===== src/rtl/matmul_result_reader_pkg.sv =====
`default_nettype none
// ============================================================================
//  matmul_result_reader_pkg
//  Shared FSM encoding and C-matrix / flag layout helpers for the reader.
//  Revision: 1.0
// ============================================================================
package matmul_result_reader_pkg;

    localparam int DIM_W = 2;

    localparam logic [1:0] ST_IDLE = 2'd0;
    localparam logic [1:0] ST_SEND = 2'd1;
    localparam logic [1:0] ST_DONE = 2'd2;
    localparam logic [1:0] ST_HOLD = 2'd3;

    function automatic int calc_max_dim(input int data_w, input int bus_w);
        int d;
        d = (data_w > 0) ? (bus_w / data_w) : 1;
        return (d < 1) ? 1 : d;
    endfunction

    function automatic int elem_offset(input int r, input int c, input int max_dim, input int bus_w);
        return (r * max_dim + c) * bus_w;
    endfunction

    function automatic int flag_index(input int r, input int c, input int max_dim);
        return r + c * max_dim;
    endfunction

    // Dimensions beyond the physical array would index past the snapshot.
    function automatic logic [DIM_W-1:0] clamp_dim(input logic [DIM_W-1:0] d, input int max_dim);
        if (int'(d) > max_dim - 1) begin
            return DIM_W'(max_dim - 1);
        end
        return d;
    endfunction

endpackage
`default_nettype wire


===== src/rtl/matmul_result_reader_if.sv =====
`default_nettype none
// ============================================================================
//  matmul_result_reader_if
//  Valid/ready element stream carrying one C element with its coordinates.
//  Revision: 1.0
// ============================================================================
interface matmul_result_reader_if #(
    parameter int BUS_WIDTH = 16
);
    logic [BUS_WIDTH-1:0] rd_data_o;
    logic [1:0]           rd_row_o;
    logic [1:0]           rd_col_o;
    logic                 rd_flag_o;
    logic                 rd_last_o;
    logic                 rd_valid_o;
    logic                 rd_ready_i;

    modport master (
        output rd_data_o, rd_row_o, rd_col_o, rd_flag_o, rd_last_o, rd_valid_o,
        input  rd_ready_i
    );

    modport slave (
        input  rd_data_o, rd_row_o, rd_col_o, rd_flag_o, rd_last_o, rd_valid_o,
        output rd_ready_i
    );
endinterface
`default_nettype wire


===== src/rtl/matmul_result_reader.sv =====
`default_nettype none
// ============================================================================
//  matmul_result_reader
//  Snapshots the multiplier result and streams it row-major over valid/ready.
//  Revision: 1.0
// ============================================================================
module matmul_result_reader
    import matmul_result_reader_pkg::*;
#(
    parameter  int DATA_WIDTH = 8,
    parameter  int BUS_WIDTH  = 16,
    localparam int MAX_DIM    = calc_max_dim(DATA_WIDTH, BUS_WIDTH),
    localparam int C_W        = MAX_DIM * MAX_DIM * BUS_WIDTH,
    localparam int F_W        = MAX_DIM * MAX_DIM
) (
    input  logic                  clk_i,
    input  logic                  rst_i,
    input  logic                  finish_mul_i,
    input  logic [DIM_W-1:0]      n_dim_i,
    input  logic [DIM_W-1:0]      m_dim_i,
    input  logic [C_W-1:0]        c_matrix_i,
    input  logic [F_W-1:0]        flags_i,
    matmul_result_reader_if.master rd,
    output logic                  finish_write_o,
    output logic                  busy_o,
    output logic                  overflow_any_o
);

    localparam int EIDX_W = (C_W > 1) ? $clog2(C_W) : 1;
    localparam int FIDX_W = (F_W > 1) ? $clog2(F_W) : 1;

    logic [1:0]       state_q,  state_d;
    logic [DIM_W-1:0] row_q,    row_d;
    logic [DIM_W-1:0] col_q,    col_d;
    logic [DIM_W-1:0] n_q,      n_d;
    logic [DIM_W-1:0] m_q,      m_d;
    logic [C_W-1:0]   snap_c_q, snap_c_d;
    logic [F_W-1:0]   snap_f_q, snap_f_d;
    logic             ovf_q,    ovf_d;

    logic [DIM_W-1:0]  n_cap;
    logic [DIM_W-1:0]  m_cap;
    logic [EIDX_W-1:0] elem_idx;
    logic [FIDX_W-1:0] flag_idx;
    logic              valid;

    assign n_cap = clamp_dim(n_dim_i, MAX_DIM);
    assign m_cap = clamp_dim(m_dim_i, MAX_DIM);

    always_comb begin
        state_d  = state_q;
        row_d    = row_q;
        col_d    = col_q;
        n_d      = n_q;
        m_d      = m_q;
        snap_c_d = snap_c_q;
        snap_f_d = snap_f_q;
        ovf_d    = ovf_q;

        case (state_q)
            ST_IDLE: begin
                if (finish_mul_i) begin
                    snap_c_d = c_matrix_i;
                    snap_f_d = flags_i;
                    n_d      = n_cap;
                    m_d      = m_cap;
                    row_d    = '0;
                    col_d    = '0;
                    ovf_d    = 1'b0;
                    // Only PEs inside the active region contribute to the summary flag.
                    for (int r = 0; r < MAX_DIM; r++) begin
                        for (int c = 0; c < MAX_DIM; c++) begin
                            if (r <= int'(n_cap) && c <= int'(m_cap)) begin
                                ovf_d = ovf_d | flags_i[FIDX_W'(flag_index(r, c, MAX_DIM))];
                            end
                        end
                    end
                    state_d  = ST_SEND;
                end
            end
            ST_SEND: begin
                if (rd.rd_ready_i) begin
                    if (col_q == m_q) begin
                        col_d = '0;
                        if (row_q == n_q) begin
                            state_d = ST_DONE;
                        end else begin
                            row_d = row_q + 1'b1;
                        end
                    end else begin
                        col_d = col_q + 1'b1;
                    end
                end
            end
            ST_DONE: begin
                state_d = ST_HOLD;
            end
            ST_HOLD: begin
                if (!finish_mul_i) begin
                    state_d = ST_IDLE;
                end
            end
            default: begin
                state_d = ST_IDLE;
            end
        endcase
    end

    always_ff @(posedge clk_i or posedge rst_i) begin
        if (rst_i) begin
            state_q  <= ST_IDLE;
            row_q    <= '0;
            col_q    <= '0;
            n_q      <= '0;
            m_q      <= '0;
            snap_c_q <= '0;
            snap_f_q <= '0;
            ovf_q    <= 1'b0;
        end else begin
            state_q  <= state_d;
            row_q    <= row_d;
            col_q    <= col_d;
            n_q      <= n_d;
            m_q      <= m_d;
            snap_c_q <= snap_c_d;
            snap_f_q <= snap_f_d;
            ovf_q    <= ovf_d;
        end
    end

    assign elem_idx = EIDX_W'(elem_offset(int'(row_q), int'(col_q), MAX_DIM, BUS_WIDTH));
    assign flag_idx = FIDX_W'(flag_index(int'(row_q), int'(col_q), MAX_DIM));
    assign valid    = (state_q == ST_SEND);

    // Element fields are gated so the bus idles at zero outside SEND.
    assign rd.rd_valid_o  = valid;
    assign rd.rd_data_o   = valid ? snap_c_q[elem_idx +: BUS_WIDTH] : '0;
    assign rd.rd_row_o    = valid ? row_q : '0;
    assign rd.rd_col_o    = valid ? col_q : '0;
    assign rd.rd_flag_o   = valid & snap_f_q[flag_idx];
    assign rd.rd_last_o   = valid & (row_q == n_q) & (col_q == m_q);

    assign finish_write_o = (state_q == ST_DONE);
    assign busy_o         = (state_q != ST_IDLE);
    assign overflow_any_o = ovf_q;

endmodule
`default_nettype wire


===== src/flat_wrapper.sv =====
// flat-port wrapper written by rule: the top's interface ports become plain ports
module matmul_result_reader_flat import matmul_result_reader_pkg::*;
#(
    parameter  int DATA_WIDTH = 8,
    parameter  int BUS_WIDTH  = 16,
    localparam int MAX_DIM    = calc_max_dim(DATA_WIDTH, BUS_WIDTH),
    localparam int C_W        = MAX_DIM * MAX_DIM * BUS_WIDTH,
    localparam int F_W        = MAX_DIM * MAX_DIM
)
  (clk_i, rst_i, finish_mul_i, n_dim_i, m_dim_i, c_matrix_i, flags_i, finish_write_o, busy_o, overflow_any_o, rd_rd_data_o, rd_rd_row_o, rd_rd_col_o, rd_rd_flag_o, rd_rd_last_o, rd_rd_valid_o, rd_rd_ready_i);
  matmul_result_reader_if #(.BUS_WIDTH(BUS_WIDTH)) rd_i ();
  input  logic clk_i;
  input  logic rst_i;
  input  logic finish_mul_i;
  input  logic [DIM_W-1:0] n_dim_i;
  input  logic [DIM_W-1:0] m_dim_i;
  input  logic [C_W-1:0] c_matrix_i;
  input  logic [F_W-1:0] flags_i;
  output logic finish_write_o;
  output logic busy_o;
  output logic overflow_any_o;
  output wire logic [$bits(rd_i.rd_data_o)-1:0] rd_rd_data_o;
  output wire logic [$bits(rd_i.rd_row_o)-1:0] rd_rd_row_o;
  output wire logic [$bits(rd_i.rd_col_o)-1:0] rd_rd_col_o;
  output wire logic [$bits(rd_i.rd_flag_o)-1:0] rd_rd_flag_o;
  output wire logic [$bits(rd_i.rd_last_o)-1:0] rd_rd_last_o;
  output wire logic [$bits(rd_i.rd_valid_o)-1:0] rd_rd_valid_o;
  input wire logic [$bits(rd_i.rd_ready_i)-1:0] rd_rd_ready_i;
  assign rd_rd_data_o = rd_i.rd_data_o;
  assign rd_rd_row_o = rd_i.rd_row_o;
  assign rd_rd_col_o = rd_i.rd_col_o;
  assign rd_rd_flag_o = rd_i.rd_flag_o;
  assign rd_rd_last_o = rd_i.rd_last_o;
  assign rd_rd_valid_o = rd_i.rd_valid_o;
  assign rd_i.rd_ready_i = rd_rd_ready_i;
  matmul_result_reader #(.DATA_WIDTH(DATA_WIDTH), .BUS_WIDTH(BUS_WIDTH)) u_core (.clk_i(clk_i), .rst_i(rst_i), .finish_mul_i(finish_mul_i), .n_dim_i(n_dim_i), .m_dim_i(m_dim_i), .c_matrix_i(c_matrix_i), .flags_i(flags_i), .rd(rd_i), .finish_write_o(finish_write_o), .busy_o(busy_o), .overflow_any_o(overflow_any_o));
endmodule

===== config.mk =====
export PLATFORM = sky130hd
export DESIGN_NAME = matmul_result_reader_flat
export DESIGN_NICKNAME = d
export VERILOG_FILES = /design/src/rtl/matmul_result_reader_pkg.sv /design/src/rtl/matmul_result_reader_if.sv /design/src/rtl/matmul_result_reader.sv /design/src/flat_wrapper.sv
export SDC_FILE = /design/constraint.sdc
export NUM_CORES = 1
export LEC_CHECK = 0
export CORE_MARGIN = 1
export CORE_UTILIZATION = 47
export DETAILED_ROUTE_END_ITERATION = 10
export PLACE_DENSITY = 0.87
export SYNTH_ARGS = -nofsm -noshare
export SYNTH_HDL_FRONTEND = slang
export SYNTH_SLANG_ARGS = --single-unit

===== constraint.sdc =====
create_clock -name clk_i -period 4.77 [get_ports clk_i]
set_input_delay 0.7155 -clock clk_i [delete_from_list [all_inputs] [get_ports clk_i]]
set_output_delay 0.7155 -clock clk_i [all_outputs]
set_load 0.03 [all_outputs]

==> results.sh <==
export IMPL_num_nets_final=440
export IMPL_grt_pass1_wl_microns=12270
export IMPL_cts_resized=0
export IMPL_start_util_pct=48.59
export IMPL_cp_end_kind="output pin"
export IMPL_die_h_microns=91.38
export IMPL_area_growth_syn_to_layout_pct=35.75
export IMPL_die_w_microns=91.38
export IMPL_drv_slew=0
export IMPL_htreeDepth=3
export IMPL_yosysWarnings=0
export IMPL_routed_wl_microns=7389
export IMPL_finalSetupViolations=0
export IMPL_critPathKind="reg2out"
export IMPL_fillers=587
export IMPL_cts_setup_buffers=0
export IMPL_p_per_area_nw_per_um2=616.8
export IMPL_clk_latency_ns=0.33
export IMPL_dieArea_sq_um=8350
export IMPL_via_count=2412
export IMPL_drt_iter0_drc=92
export IMPL_gp_congestion=0.7313
export IMPL_outcome="finished, final reports clean"
export IMPL_hold_violations=0
export IMPL_finalCriticalPeriod_ns=3.702
export IMPL_synth_top_area_share_pct=52.65
export IMPL_grt_antenna_before_repair=0
export IMPL_synth_cell_types=28
export IMPL_netlist_instances=255
export IMPL_worstPathArrival_ns=2.99
export IMPL_critPathLaunchType="register"
export IMPL_final_cell_mix="101 x clkdlybuf4s50_1, 79 x dfrtp_1, 70 x mux2_2"
export IMPL_syn_avg_cell_area_sq_um=14.72
export IMPL_postSynthNetCount=337
export IMPL_final_common_cell="clkdlybuf4s50_1"
export IMPL_period_share_pct=77.62
export IMPL_skew_ns=0.01084
export IMPL_holdBufCountCts=0
export IMPL_setup_ws_ns=1.068
export IMPL_wl_per_cell_microns=15.89
export IMPL_num_antenna_cells=0
export IMPL_grt_usage_pct=19.16
export IMPL_relSlewSlack_pct=47.17
export IMPL_ys_top_cells_by_area="dfrtp_1 53%, mux2_2 21%, mux4_2 5.4%, mux4_1 4.9%, and2_1 3.7%"
export IMPL_row_count=32
export IMPL_seq_area_sq_um=1977
export IMPL_cts_tree="built"
export IMPL_coreArea_sq_um=7727
export IMPL_port_buffers=101
export IMPL_synth_seq_cells=79
export IMPL_syn_area_sq_um=3755
export IMPL_cap_violations=0
export IMPL_hp_class="reg2reg"
export IMPL_grt_pass1_vias=2623
export IMPL_setup_tns_ns=0
export IMPL_yosysSeqAreaShare_pct=52.65
export IMPL_viasPerCell=5.187
export IMPL_cts_sinks=79
export IMPL_cts_root_buffer="clkbuf_8"
export IMPL_grt_max_degree=49
export IMPL_clk_pin_slew_ns=0.07
export IMPL_tightest_slew_ns=0.7912
export IMPL_ant_nets=0
export IMPL_max_freq_mhz=270.1
export IMPL_layout_drive_gt1_share_pct=27.82
export IMPL_cp_data_required_time_ns=4.05
export IMPL_hpwl_microns=5254
export IMPL_io_pins=102
export IMPL_grt_ovfl_total=0
export IMPL_drc=0
export IMPL_vdd_drop_max_mv=0.3096
export IMPL_cellLeakagePower_uw=0.002157
export IMPL_cts_path_max_buffers=2
export IMPL_cts_buffers=9
export IMPL_pre_cts_slack_ns=1.387
export IMPL_cp_max_fo=16
export IMPL_multi_input_comb_area_sq_um=1685
export IMPL_yosysTopAreaCell="dfrtp_1"
export IMPL_rsz0062_at_grt="no"
export IMPL_dr_pass1_iters=4
-- state kept, by name, summed over array words and instances, names as in the netlist --
register	cells
u_core.snap_c_q	64
u_core.snap_f_q	4
u_core.col_q	2
u_core.m_q	2
u_core.n_q	2
u_core.row_q	2
u_core.state_q	2
u_core.overflow_any_o	1
-- logic make-up (layout without fill, tap and decap cells) --
| logic type | count (synthesis) | count (layout) | share of synthesized area (%) |
|---|---|---|---|
| and+or+nand+nor | 43 | 43 | 6.498 |
| buffers and inverters | 19 | 127 | 2.533 |
| AOI/OAI and AO/OA | 12 | 12 | 2.066 |
| DFF | 79 | 79 | 52.65 |
| xor gates and xnor gates | 6 | 6 | 1.899 |
| adders and majority gates | 6 | 6 | 1.999 |
| muxes | 90 | 90 | 32.36 |
-- cell type report --
class / instances / area share, %
repair buffers: 106 / 20.57
well taps: 102 / 2.504
clock buffers: 13 / 2.921
clock inverters: 3 / 1.767
multi-input cells: 157 / 33.06
inverters: 5 / 0.3927
flip-flops and latches: 79 / 38.78
-- critical path, stage by stage (launching register included) --
cell             delay, ns
dfrtp_1               0.56
xor2_4                0.67
mux4_1                0.65
and2_1                0.18
clkdlybuf4s50_1       0.60
-- metrics by stage --
| stage | power, uW | instance area, sq um | instances | hold WS, ns | util, % |
|---|---|---|---|---|---|
| 6_report | 3144 | 5097 | 465 | 0.4802 | 65.96 |
| 5_1_grt | 3345 | 5097 | 465 | 0.5206 | 65.96 |
| 4_1_cts | 3181 | 5097 | 465 | 0.4844 | 65.96 |
| 3_5_place_dp | 2585 | 4858 | 449 | 0.4684 | 62.87 |
| 3_3_place_gp | 2517 | 4858 | 449 | 0.4629 | 62.87 |
| 2_1_floorplan | 2165 | 3755 | 255 | 0.4689 | - |
-- final timing paths --
path | start | endpoint | slack, ns | cells past startpoint
min in group asynchronous | rst_i | u_core.snap_c_q[20]$_DFFE_PP0P_ | 0.73 | 2
worst max-delay path | u_core.row_q[0]$_DFFE_PP0P_ | rd_rd_data_o[10] | 1.07 | 4
worst max register to register | u_core.state_q[0]$_DFFE_PP0P_ | u_core.snap_c_q[48]$_DFFE_PP0P_ | 2.54 | 5
worst min register to register | u_core.overflow_any_o$_DFFE_PP0P_ | u_core.overflow_any_o$_DFFE_PP0P_ | 0.48 | 1
worst min-delay path | u_core.overflow_any_o$_DFFE_PP0P_ | u_core.overflow_any_o$_DFFE_PP0P_ | 0.48 | 1
max in group asynchronous | rst_i | u_core.snap_c_q[54]$_DFFE_PP0P_ | 3.05 | 3
-- synthesized netlist by cell type --
master     count
a211oi_1       1
a21o_1         1
a21oi_1        1
and2_1        22
buf_12         1
buf_2          6
clkbuf_1       7
dfrtp_1       79
ha_1           6
inv_1          5
mux2_2        70
mux2i_1        4
mux4_1         7
mux4_2         9
nand2_1        5
nand2b_1       2
nand3_1        2
nand3b_1       1
nand4_1        1
nor2_1         4
nor2b_1        2
nor3_1         3
o211a_1        1
o21ai_0        6
o2bb2ai_1      2
or3b_2         1
xor2_1         5
xor2_4         1
-- routing by layer --
layer	track usage [%]	wire, microns	vias to the layer above
met2	32.14	3676	69
li1	-	-	1116
met3	7.454	578	6
met5	0	0	-
met4	5.291	53	0
met1	22.93	3081	1221
-- power by group --
group          total (uW)  switching, uW  internal, uW
clock                 584            221           363
sequential           1180            177          1000
combinational        1380            602           780
Note: power is estimated with default switching activity, not from simulation.
